### src/rtl/step_pulse_gen.sv
// -----------------------------------------------------------------------------
// step_pulse_gen
//
// Per-axis step/direction pulse generator. One signed position delta is
// accepted per control frame. On the next frame_tick, exactly |delta| STEP
// pulses are spread evenly across that frame. A Bresenham accumulator makes
// the spacing even, and DIR is updated at the frame boundary.
//
// Optional feature: define STEP_POS_COUNTER_EN to build the signed position
// counter on `pos`. Without the macro, `pos` is tied to zero and no counter
// logic exists.
//
// Parameters
//   DELTA_W      width of the signed delta (two's complement)
//   FRAME_CYCLES clocks between frame_tick strobes
//   PULSE_W      STEP high time in clocks
//   DIR_SETUP    minimum clocks from a DIR change to a STEP rise
//   POS_W        width of the position counter
//
// Ports
//   CLK_10MHZ    in   system clock
//   RST_N        in   synchronous reset, active-low
//   frame_tick   in   one-cycle frame strobe
//   delta_pos    in   signed step delta for the next frame
//   delta_valid  in   one-cycle strobe qualifying delta_pos
//   dir          out  driver direction, 1 = positive delta
//   step         out  driver step pulse
//   busy         out  steps remaining in the frame, or a pulse in flight
//   overrun      out  sticky: a frame ended with steps undelivered
//   pos          out  signed accumulated position (zero without the macro)
// -----------------------------------------------------------------------------
module step_pulse_gen #(
   parameter int DELTA_W      = 8,
   parameter int FRAME_CYCLES = 4096,
   parameter int PULSE_W      = 10,
   parameter int DIR_SETUP    = 8,
   parameter int POS_W        = 16
) (
   input  logic                      CLK_10MHZ,
   input  logic                      RST_N,
   input  logic                      frame_tick,
   input  logic signed [DELTA_W-1:0] delta_pos,
   input  logic                      delta_valid,
   output logic                      dir,
   output logic                      step,
   output logic                      busy,
   output logic                      overrun,
   output logic signed [POS_W-1:0]   pos
);

   // The accumulator never exceeds FRAME_CYCLES + a few |d| increments.
   // Two extra bits give plenty of headroom.
   localparam int               ACC_W   = $clog2(FRAME_CYCLES) + 2;
   localparam int               PW_W    = $clog2(PULSE_W + 1);
   localparam logic [ACC_W-1:0] FRAME_C = ACC_W'(FRAME_CYCLES);
   localparam logic [ACC_W-1:0] HALF_C  = ACC_W'(FRAME_CYCLES / 2);
   localparam logic [PW_W-1:0]  PW_LAST = PW_W'(PULSE_W - 1);

   // Smallest gap between a frame start and the first step rise.
   // The pulse width and the DIR setup time must both fit inside it.
   localparam int SLOT = FRAME_CYCLES / (2 ** DELTA_W);

   generate
      if (PULSE_W >= SLOT || DIR_SETUP > SLOT || PULSE_W < 1) begin : g_cfg_check
         $error("step_pulse_gen: PULSE_W/DIR_SETUP do not fit the minimum step slot");
      end
   endgenerate

   typedef enum logic [0:0] {
      IDLE = 1'b0,
      RUN  = 1'b1
   } state_t;

   // Magnitude as an unsigned DELTA_W value.
   // The most negative delta maps to 2^(DELTA_W-1), which still fits.
   function automatic logic [DELTA_W-1:0] mag_of(input logic signed [DELTA_W-1:0] d);
      if (d[DELTA_W-1]) begin
         return unsigned'(-d);
      end
      return unsigned'(d);
   endfunction

   state_t                    state_q, state_d;
   logic signed [DELTA_W-1:0] pend_q, pend_d;
   logic                      pend_vld_q, pend_vld_d;
   logic [DELTA_W-1:0]        rem_q, rem_d;
   logic [DELTA_W-1:0]        mag_q, mag_d;
   logic [ACC_W-1:0]          acc_q, acc_d;
   logic                      dir_q, dir_d;
   logic                      step_q, step_d;
   logic [PW_W-1:0]           pw_cnt_q, pw_cnt_d;
   logic                      overrun_q, overrun_d;
   logic                      busy_q, busy_d;

   logic [ACC_W-1:0]          acc_sum;
   logic                      fire;

   always_ff @(posedge CLK_10MHZ) begin
      if (!RST_N) begin
         state_q    <= IDLE;
         pend_q     <= '0;
         pend_vld_q <= 1'b0;
         rem_q      <= '0;
         mag_q      <= '0;
         acc_q      <= '0;
         dir_q      <= 1'b0;
         step_q     <= 1'b0;
         pw_cnt_q   <= '0;
         overrun_q  <= 1'b0;
         busy_q     <= 1'b0;
      end else begin
         state_q    <= state_d;
         pend_q     <= pend_d;
         pend_vld_q <= pend_vld_d;
         rem_q      <= rem_d;
         mag_q      <= mag_d;
         acc_q      <= acc_d;
         dir_q      <= dir_d;
         step_q     <= step_d;
         pw_cnt_q   <= pw_cnt_d;
         overrun_q  <= overrun_d;
         busy_q     <= busy_d;
      end
   end

   always_comb begin
      state_d    = state_q;
      pend_d     = pend_q;
      pend_vld_d = pend_vld_q;
      rem_d      = rem_q;
      mag_d      = mag_q;
      acc_d      = acc_q;
      dir_d      = dir_q;
      step_d     = step_q;
      pw_cnt_d   = pw_cnt_q;
      overrun_d  = overrun_q;
      busy_d     = busy_q;
      fire       = 1'b0;
      acc_sum    = acc_q + {{(ACC_W - DELTA_W){1'b0}}, mag_q};

      // Capture stage.
      // A new delta always wins over the frame-start clear of pending_valid.
      // When both arrive in the same cycle, the frame start below uses the
      // old pending value, and the new delta waits for the following frame.
      if (delta_valid) begin
         pend_d     = delta_pos;
         pend_vld_d = 1'b1;
      end else if (frame_tick) begin
         pend_vld_d = 1'b0;
      end

      if (frame_tick) begin
         // Frame boundary.
         // Leftover steps are dropped and flagged.
         // A pulse already in flight is left to finish below.
         if (rem_q != '0) begin
            overrun_d = 1'b1;
         end
         rem_d = '0;
         if (pend_vld_q) begin
            // Starting at half a frame centres each step in its slot.
            acc_d = HALF_C;
            if (pend_q != '0) begin
               rem_d = mag_of(pend_q);
               mag_d = mag_of(pend_q);
               dir_d = ~pend_q[DELTA_W-1];
            end
         end
      end else if (state_q == RUN) begin
         // Bresenham scheduling stage.
         // The accumulator keeps advancing during a pulse.
         // A crossing reached while STEP is still high is taken on the first
         // clock after the pulse ends.
         acc_d = acc_sum;
         if (acc_sum >= FRAME_C && !step_q) begin
            fire  = 1'b1;
            acc_d = acc_sum - FRAME_C;
            rem_d = rem_q - DELTA_W'(1);
         end
      end

      // Pulse shaping stage: STEP is held high for exactly PULSE_W clocks.
      if (fire) begin
         step_d   = 1'b1;
         pw_cnt_d = PW_LAST;
      end else if (step_q) begin
         if (pw_cnt_q == '0) begin
            step_d = 1'b0;
         end else begin
            pw_cnt_d = pw_cnt_q - PW_W'(1);
         end
      end

      state_d = (rem_d != '0) ? RUN : IDLE;
      busy_d  = (rem_d != '0) || step_d;
   end

   assign dir     = dir_q;
   assign step    = step_q;
   assign busy    = busy_q;
   assign overrun = overrun_q;

`ifdef STEP_POS_COUNTER_EN
   logic signed [POS_W-1:0] pos_q, pos_d;

   // Position tracks every step rise and wraps modulo 2^POS_W.
   always_comb begin
      pos_d = pos_q;
      if (fire) begin
         pos_d = dir_q ? (pos_q + POS_W'(1)) : (pos_q - POS_W'(1));
      end
   end

   always_ff @(posedge CLK_10MHZ) begin
      if (!RST_N) begin
         pos_q <= '0;
      end else begin
         pos_q <= pos_d;
      end
   end

   assign pos = pos_q;
`else
   assign pos = '0;
`endif

endmodule

### config.mk
export PLATFORM = sky130hd
export DESIGN_NAME = step_pulse_gen
export DESIGN_NICKNAME = d
export VERILOG_FILES = /design/src/rtl/step_pulse_gen.sv
export SDC_FILE = /design/constraint.sdc
export NUM_CORES = 1
export LEC_CHECK = 0
export ABC_AREA = 1
export CAP_MARGIN = 25
export CORE_MARGIN = 4
export CORE_UTILIZATION = 40
export CTS_BUF_LIST = sky130_fd_sc_hd__clkbuf_2 sky130_fd_sc_hd__clkbuf_4 sky130_fd_sc_hd__clkbuf_8
export DETAILED_ROUTE_END_ITERATION = 10
export PLACE_DENSITY_LB_ADDON = 0.2
export SLEW_MARGIN = 30
export SYNTH_ARGS = -nofsm -noshare
export SYNTH_HDL_FRONTEND = slang
export SYNTH_SLANG_ARGS = --single-unit
### constraint.sdc
create_clock -name CLK_10MHZ -period 4 [get_ports CLK_10MHZ]
set_input_delay 0.4 -clock CLK_10MHZ [delete_from_list [all_inputs] [get_ports CLK_10MHZ]]
set_output_delay 0.4 -clock CLK_10MHZ [all_outputs]
set_load 0.01 [all_outputs]
==> results_dict.tcl, run 1 <==
set metrics [dict create \
    ys_seq_elements 48 \
    synth_edf_count 0 \
    ys_seq_area_frac 0.321 \
    cts-hold-fix-buffers 0 \
    cap_violations 0 \
    ys_top_cells_by_count "nand2_1 (118), inv_1 (62), dfxtp_1 (48)" \
    drcViolationCount 0 \
    synthArstFlopShare 0 \
    wirelength_um 6840 \
    vias_per_cell 4.88 \
    yosysTopAreaCellShare 0.321 \
    p_total_w 0.000996 \
    root_buffer "clkbuf_8" \
    fin_crit_sh 0.894 \
    dr.first_iter.drc_count 168 \
    worst_ep_arrival_time_ns 3.78 \
    r2r-end "busy" \
    layout-drive-gt1-share 0.0554 \
    cts.htree.levels 2 \
    diodes 0 \
    wl_per_cell_um 12.0 \
    hp-class "register to register" \
    rsz0062_at_grt "false" \
    fp.dieW_um 94.4 \
    yosysUniqueCellTypes 34 \
    max_freq_mhz 280 \
    hold_violations 0 \
    rows 31 \
    fin_ws_ns 0.423 \
    critPathLaunchType "register" \
    yosys.area.top_type "dfxtp_1" \
    start_util 0.412 \
    die_h_um 94.4 \
    crit_fanout 16 \
    dr.pass1.iters 4 \
    grtUsageTotal 0.164 \
    fin_tns_setup_ns 0 \
    antenna_found_initial 0 \
    worst_slew_pin_slew_ns 0.668 \
    num_vias 2774 \
    fin_worst_skew_ns 0.00549 \
    synth_area_per_cell_um2 6.57 \
    fillers 751 \
    finish.utilization 0.451 \
    crit_path_end_kind "register" \
    cts_sinks 48 \
    boundaryPins 32 \
    run_status "finished, final reports clean" \
    path_clk_slew_ns 0.09 \
    reg2reg_slack_ns 0.42 \
    cp.required_ns 4.20 \
    setup_violations 0 \
    multi_input_area_mm2 0.00166 \
    ys_warn_count 0 \
    cts_made_buffers 5 \
    gp_congestion 0.841 \
    rr_startpoint "mag_q[0]" \
    hold_end "overrun" \
    tritoncts "done" \
    peakVddDrop_v 0.000214 \
    min_period_ns 3.58 \
    power_density_mw_per_mm2 304 \
    path_class "register to register" \
    slew_violations 0 \
    post_cts_resized 0 \
    die_area_mm2 0.00892 \
    dp_hpwl_um 5170 \
    cts_buffer_depth 2 \
    syn_area_mm2 0.00299 \
    grt_pass1_wl_um 11700 \
    areaGrowthSynthToFinish_pct 9.46 \
    worstSkewPairLatency_ns 0.30 \
    timing.slew.headroom 0.554 \
    ys.flop_type "dfxtp_1" \
    ant_nets 0 \
    synth.most_common_cell "nand2_1" \
    fin_nets 495 \
    r2r_cells 27 \
    netlist_instances 455 \
    fp.coreArea_mm2 0.00725 \
    dp_slack_ns 0.456 \
    worstHoldStart "overrun" \
    grt_pass1_vias 2577 \
    overflow 0 \
    grt_max_degree 38 \
    area.sequential_um2 961 \
    synth_area_leaders "dfxtp_1 (32%), nand2_1 (15%), inv_1 (7.8%)" \
    p_leak_nw 1.51 \
    worst_hold_path.num_cells 2 \
    port_buffers 15 \
    cts_setup_buffers 0 \
]
## area by class of cell
type / instances / area share
multi-input cells: 329 / 0.508
clock inverters: 2 / 0.0107
well taps: 99 / 0.0379
repair buffers: 16 / 0.0482
flip-flops and latches: 48 / 0.294
clock buffers: 6 / 0.0233
inverters: 68 / 0.0780
## flip-flops by register name, indices dropped and copies added (netlist names)
register and count:
acc_q 14, mag_q 8, pend_q 8, rem_q 8, pw_cnt_q 4, busy 1, dir 1, overrun 1
pend_vld_q 1, state_q 1, step 1
## layout by cell type (no fill, tap or decap), types with 4 or more instances in the layout
cell | Yosys | routed
nand4_1 | 6 | 6
clkbuf_8 | 0 | 5
nor3_1 | 7 | 7
inv_2 | 4 | 4
xor2_1 | 6 | 6
a21oi_1 | 39 | 39
nand2_2 | 5 | 5
nor2_1 | 40 | 39
clkdlybuf4s50_1 | 0 | 15
conb_1 | 1 | 16
inv_1 | 62 | 62
nand3_1 | 42 | 42
dfxtp_1 | 48 | 48
o21ai_0 | 12 | 12
nand2_1 | 118 | 118
ha_1 | 14 | 14
## metrics by stage
step,cells,instance area (µm²),hold WS [ns]
floorplan,470,3050,0.441
global placement,560,3160,0.437
detailed placement,560,3160,0.442
CTS,568,3270,0.456
global route,568,3270,0.477
finish,568,3270,0.453
## report_power, final
group | leakage (nW) | total [W] | internal, W | switching [W]
combinational | 1.06 | 0.000127 | 0.0000447 | 0.0000826
clock | 0.0586 | 0.000361 | 0.000193 | 0.000169
sequential | 0.390 | 0.000507 | 0.000495 | 0.0000128
## logic make-up (layout without fill, tap and decap cells)
| logic type | after synthesis | count (layout) | synth area share |
|---|---|---|---|
| other | 1 | 16 | 0.00125 |
| AND/OR/NAND/NOR | 227 | 227 | 0.329 |
| buffers and inverters | 93 | 92 | 0.142 |
| adder cells (fa/ha/maj) | 15 | 15 | 0.0653 |
| AO/OA/AOI/OAI | 64 | 64 | 0.121 |
| flip-flops | 48 | 48 | 0.321 |
| XOR/XNOR | 7 | 7 | 0.0205 |
## worst max-delay path, cell delays in order (launching register included)
cell and delay (ns):
dfxtp_1 0.35, ha_1 0.22, inv_1 0.07, fa_1 0.41
inv_1 0.09, nand2_2 0.06, nand2_2 0.08, nand3_1 0.09
nand2_1 0.09, nand3_1 0.08, xor2_1 0.20, inv_1 0.08
ha_1 0.13, nand3_1 0.07, a21oi_1 0.12, nand3_1 0.11
nor2_1 0.09, nand3_1 0.07, nor2_1 0.11, nand3_2 0.10
nand2_4 0.18, nand3_1 0.10, nand3_1 0.12, nand2_1 0.06
nor2_1 0.12, nand2_1 0.08, o21bai_2 0.15, nand2_1 0.06
## worst max path at each step
stage | from | to | slack (ns) | cells past startpoint
6_report | mag_q[0] | busy | 0.42 | 27
4_1_cts | mag_q[0] | busy | 0.42 | 27
2_1_floorplan | mag_q[0] | busy | 0.81 | 28
3_5_place_dp | mag_q[0] | busy | 0.46 | 27
3_3_place_gp | mag_q[7] | busy | 0.58 | 23
5_1_grt | mag_q[0] | state_q | 0.04 | 27
## metal layers
layer,track usage,vias to the layer above,part of all wire
li1,-,1454,-
met1,0.216,1238,0.49
met2,0.275,74,0.45
met3,0.0287,8,0.048
met4,0.0481,0,0.012
met5,0,-,0
Note: power is estimated with default switching activity, not from simulation.
==> inputs of run 2 (changes only) <==
CORE_UTILIZATION = 55   (was 40)
==> results_dict.tcl, run 2 (synthesized netlist as in run 1, its figures left out) <==
set metrics [dict create \
    wl_per_cell_um 12.1 \
    area.sequential_um2 961 \
    fin_tns_setup_ns 0 \
    crit_path_max_incr_delay_ns 0.40 \
    fp.dieW_um 81.7 \
    whs_ns 0.456 \
    path_class "register to register" \
    num_vias 2770 \
    worst_slew_pin_slew_ns 0.945 \
    dr.pass1.iters 5 \
    boundaryPins 32 \
    areaGrowthSynthToFinish_pct 7.49 \
    die_area_mm2 0.00668 \
    final_common_cell "nand2_1" \
    fin_crit_sh 0.884 \
    path_clk_slew_ns 0.09 \
    cts_setup_buffers 0 \
    dr.first_iter.drc_count 209 \
    timing.slew.headroom 0.368 \
    min_period_ns 3.54 \
    fp.coreArea_mm2 0.00517 \
    fillers 509 \
    cts.htree.levels 2 \
    slew_violations 0 \
    drcViolationCount 0 \
    gp_congestion 0.900 \
    seqPwrFrac 0.543 \
    multi_input_area_mm2 0.00166 \
    power_density_mw_per_mm2 290 \
    fin_worst_skew_ns 0.00448 \
    dp_slack_ns 0.476 \
    start_util 0.578 \
    cp.required_ns 4.20 \
    setup_violations 0 \
    post_cts_resized 0 \
    p_comb_frac 0.135 \
    p_leak_nw 1.50 \
    critPathLaunchType "register" \
    vias_per_cell 5.15 \
    p_total_w 0.000932 \
    intPower_w 0.000677 \
    tritoncts "done" \
    worstHoldStart "overrun" \
    diodes 0 \
    ant_nets 0 \
    peakVddDrop_v 0.000276 \
    swShare 0.274 \
    dp_hpwl_um 5060 \
    r2r_cells 27 \
    worst_ep_arrival_time_ns 3.74 \
    cts_sinks 48 \
    run_status "finished, final reports clean" \
    r2r-end "busy" \
    layout-drive-gt1-share 0.0513 \
    die_h_um 81.7 \
    fin_ws_ns 0.465 \
    layout_common_cells "nand2_1 (118), inv_1 (62), dfxtp_1 (48), nand3_1 (42), nor2_1 (40)" \
    crit_fanout 16 \
    grt_pass1_wl_um 11100 \
    pwr-share-clk 0.321 \
    rsz0062_at_grt "false" \
    grt_max_degree 38 \
    antenna_found_initial 0 \
    worst_path_max_delay_cell "fa_1" \
    cp_top_family "simple AND/OR/NAND/NOR gates" \
    worstSkewPairLatency_ns 0.30 \
    top_register "acc_q" \
    wirelength_um 6480 \
    switchingPower_w 0.000255 \
    root_buffer "clkbuf_8" \
    overflow 0 \
    reg2reg_slack_ns 0.46 \
    largest_register_ffs 14 \
    grt_pass1_vias 2473 \
    max_freq_mhz 283 \
    hold_end "overrun" \
    fin_nets 495 \
    hp-class "register to register" \
    cts_made_buffers 5 \
    cap_violations 0 \
    worst-path-buf-inv 3 \
    cts-hold-fix-buffers 0 \
    cts_buffer_depth 2 \
    hold_violations 0 \
    rows 26 \
    worst_hold_path.num_cells 2 \
    crit_path_end_kind "register" \
    port_buffers 15 \
    grtUsageTotal 0.209 \
    rr_startpoint "mag_q[0]" \
    cpMostUsedCell "nand3_1" \
]
run 2: metrics by stage:
stage / cells / area, µm² / utilization
2_1_floorplan: 470 / 3050 / -
3_3_place_gp: 531 / 3120 / 0.604
3_5_place_dp: 531 / 3120 / 0.604
4_1_cts: 538 / 3210 / 0.621
5_1_grt: 538 / 3210 / 0.621
6_report: 538 / 3210 / 0.621
run 2: how the worst max path moves through the flow:
| stage | cells past startpoint | endpoint | from | slack, ns |
|---|---|---|---|---|
| 3_3_place_gp | 27 | busy | mag_q[0] | 0.65 |
| 4_1_cts | 27 | busy | mag_q[0] | 0.47 |
| 5_1_grt | 27 | busy | acc_q[0] | 0.06 |
| 2_1_floorplan | 28 | busy | mag_q[0] | 0.81 |
| 6_report | 27 | busy | mag_q[0] | 0.46 |
| 3_5_place_dp | 27 | busy | mag_q[0] | 0.48 |
run 2: power by group through the flow:
| stage | Clock, W | Sequential, W | Combinational [W] |
|---|---|---|---|
| 2_1_floorplan | 0 | 0.000516 | 0.0000980 |
| 3_3_place_gp | 0 | 0.000517 | 0.000124 |
| 3_5_place_dp | 0 | 0.000518 | 0.000125 |
| 4_1_cts | 0.000307 | 0.000506 | 0.000125 |
| 5_1_grt | 0.000323 | 0.000509 | 0.000142 |
| 6_report | 0.000299 | 0.000506 | 0.000126 |
run 2: layout make-up:
class	instances	area share
sequential	48	0.299
clock inverter	1	0.00273
clock buffer	6	0.0257
tap	70	0.0273
timing repair buffer	16	0.0491
multi-input combinational	329	0.517
inverter	68	0.0794
run 2: tightest hold or removal path, delay by kind of cell, from the launching register on:
| family | cells | cell delay (ns) |
|---|---|---|
| AOI/OAI and AO/OA | 1 | 0.05 |
| buffers and inverters | 1 | 0.05 |
| DFF | 1 | 0.32 |
run 2: layer usage:
layer | share of wire | global-route usage | routed length [µm] | up-vias
met5 | 0 | 0 | 0 | -
met4 | 0.010 | 0.0581 | 65 | 0
met3 | 0.049 | 0.0318 | 315 | 6
met2 | 0.45 | 0.343 | 2920 | 72
met1 | 0.49 | 0.283 | 3190 | 1236
li1 | - | - | - | 1456
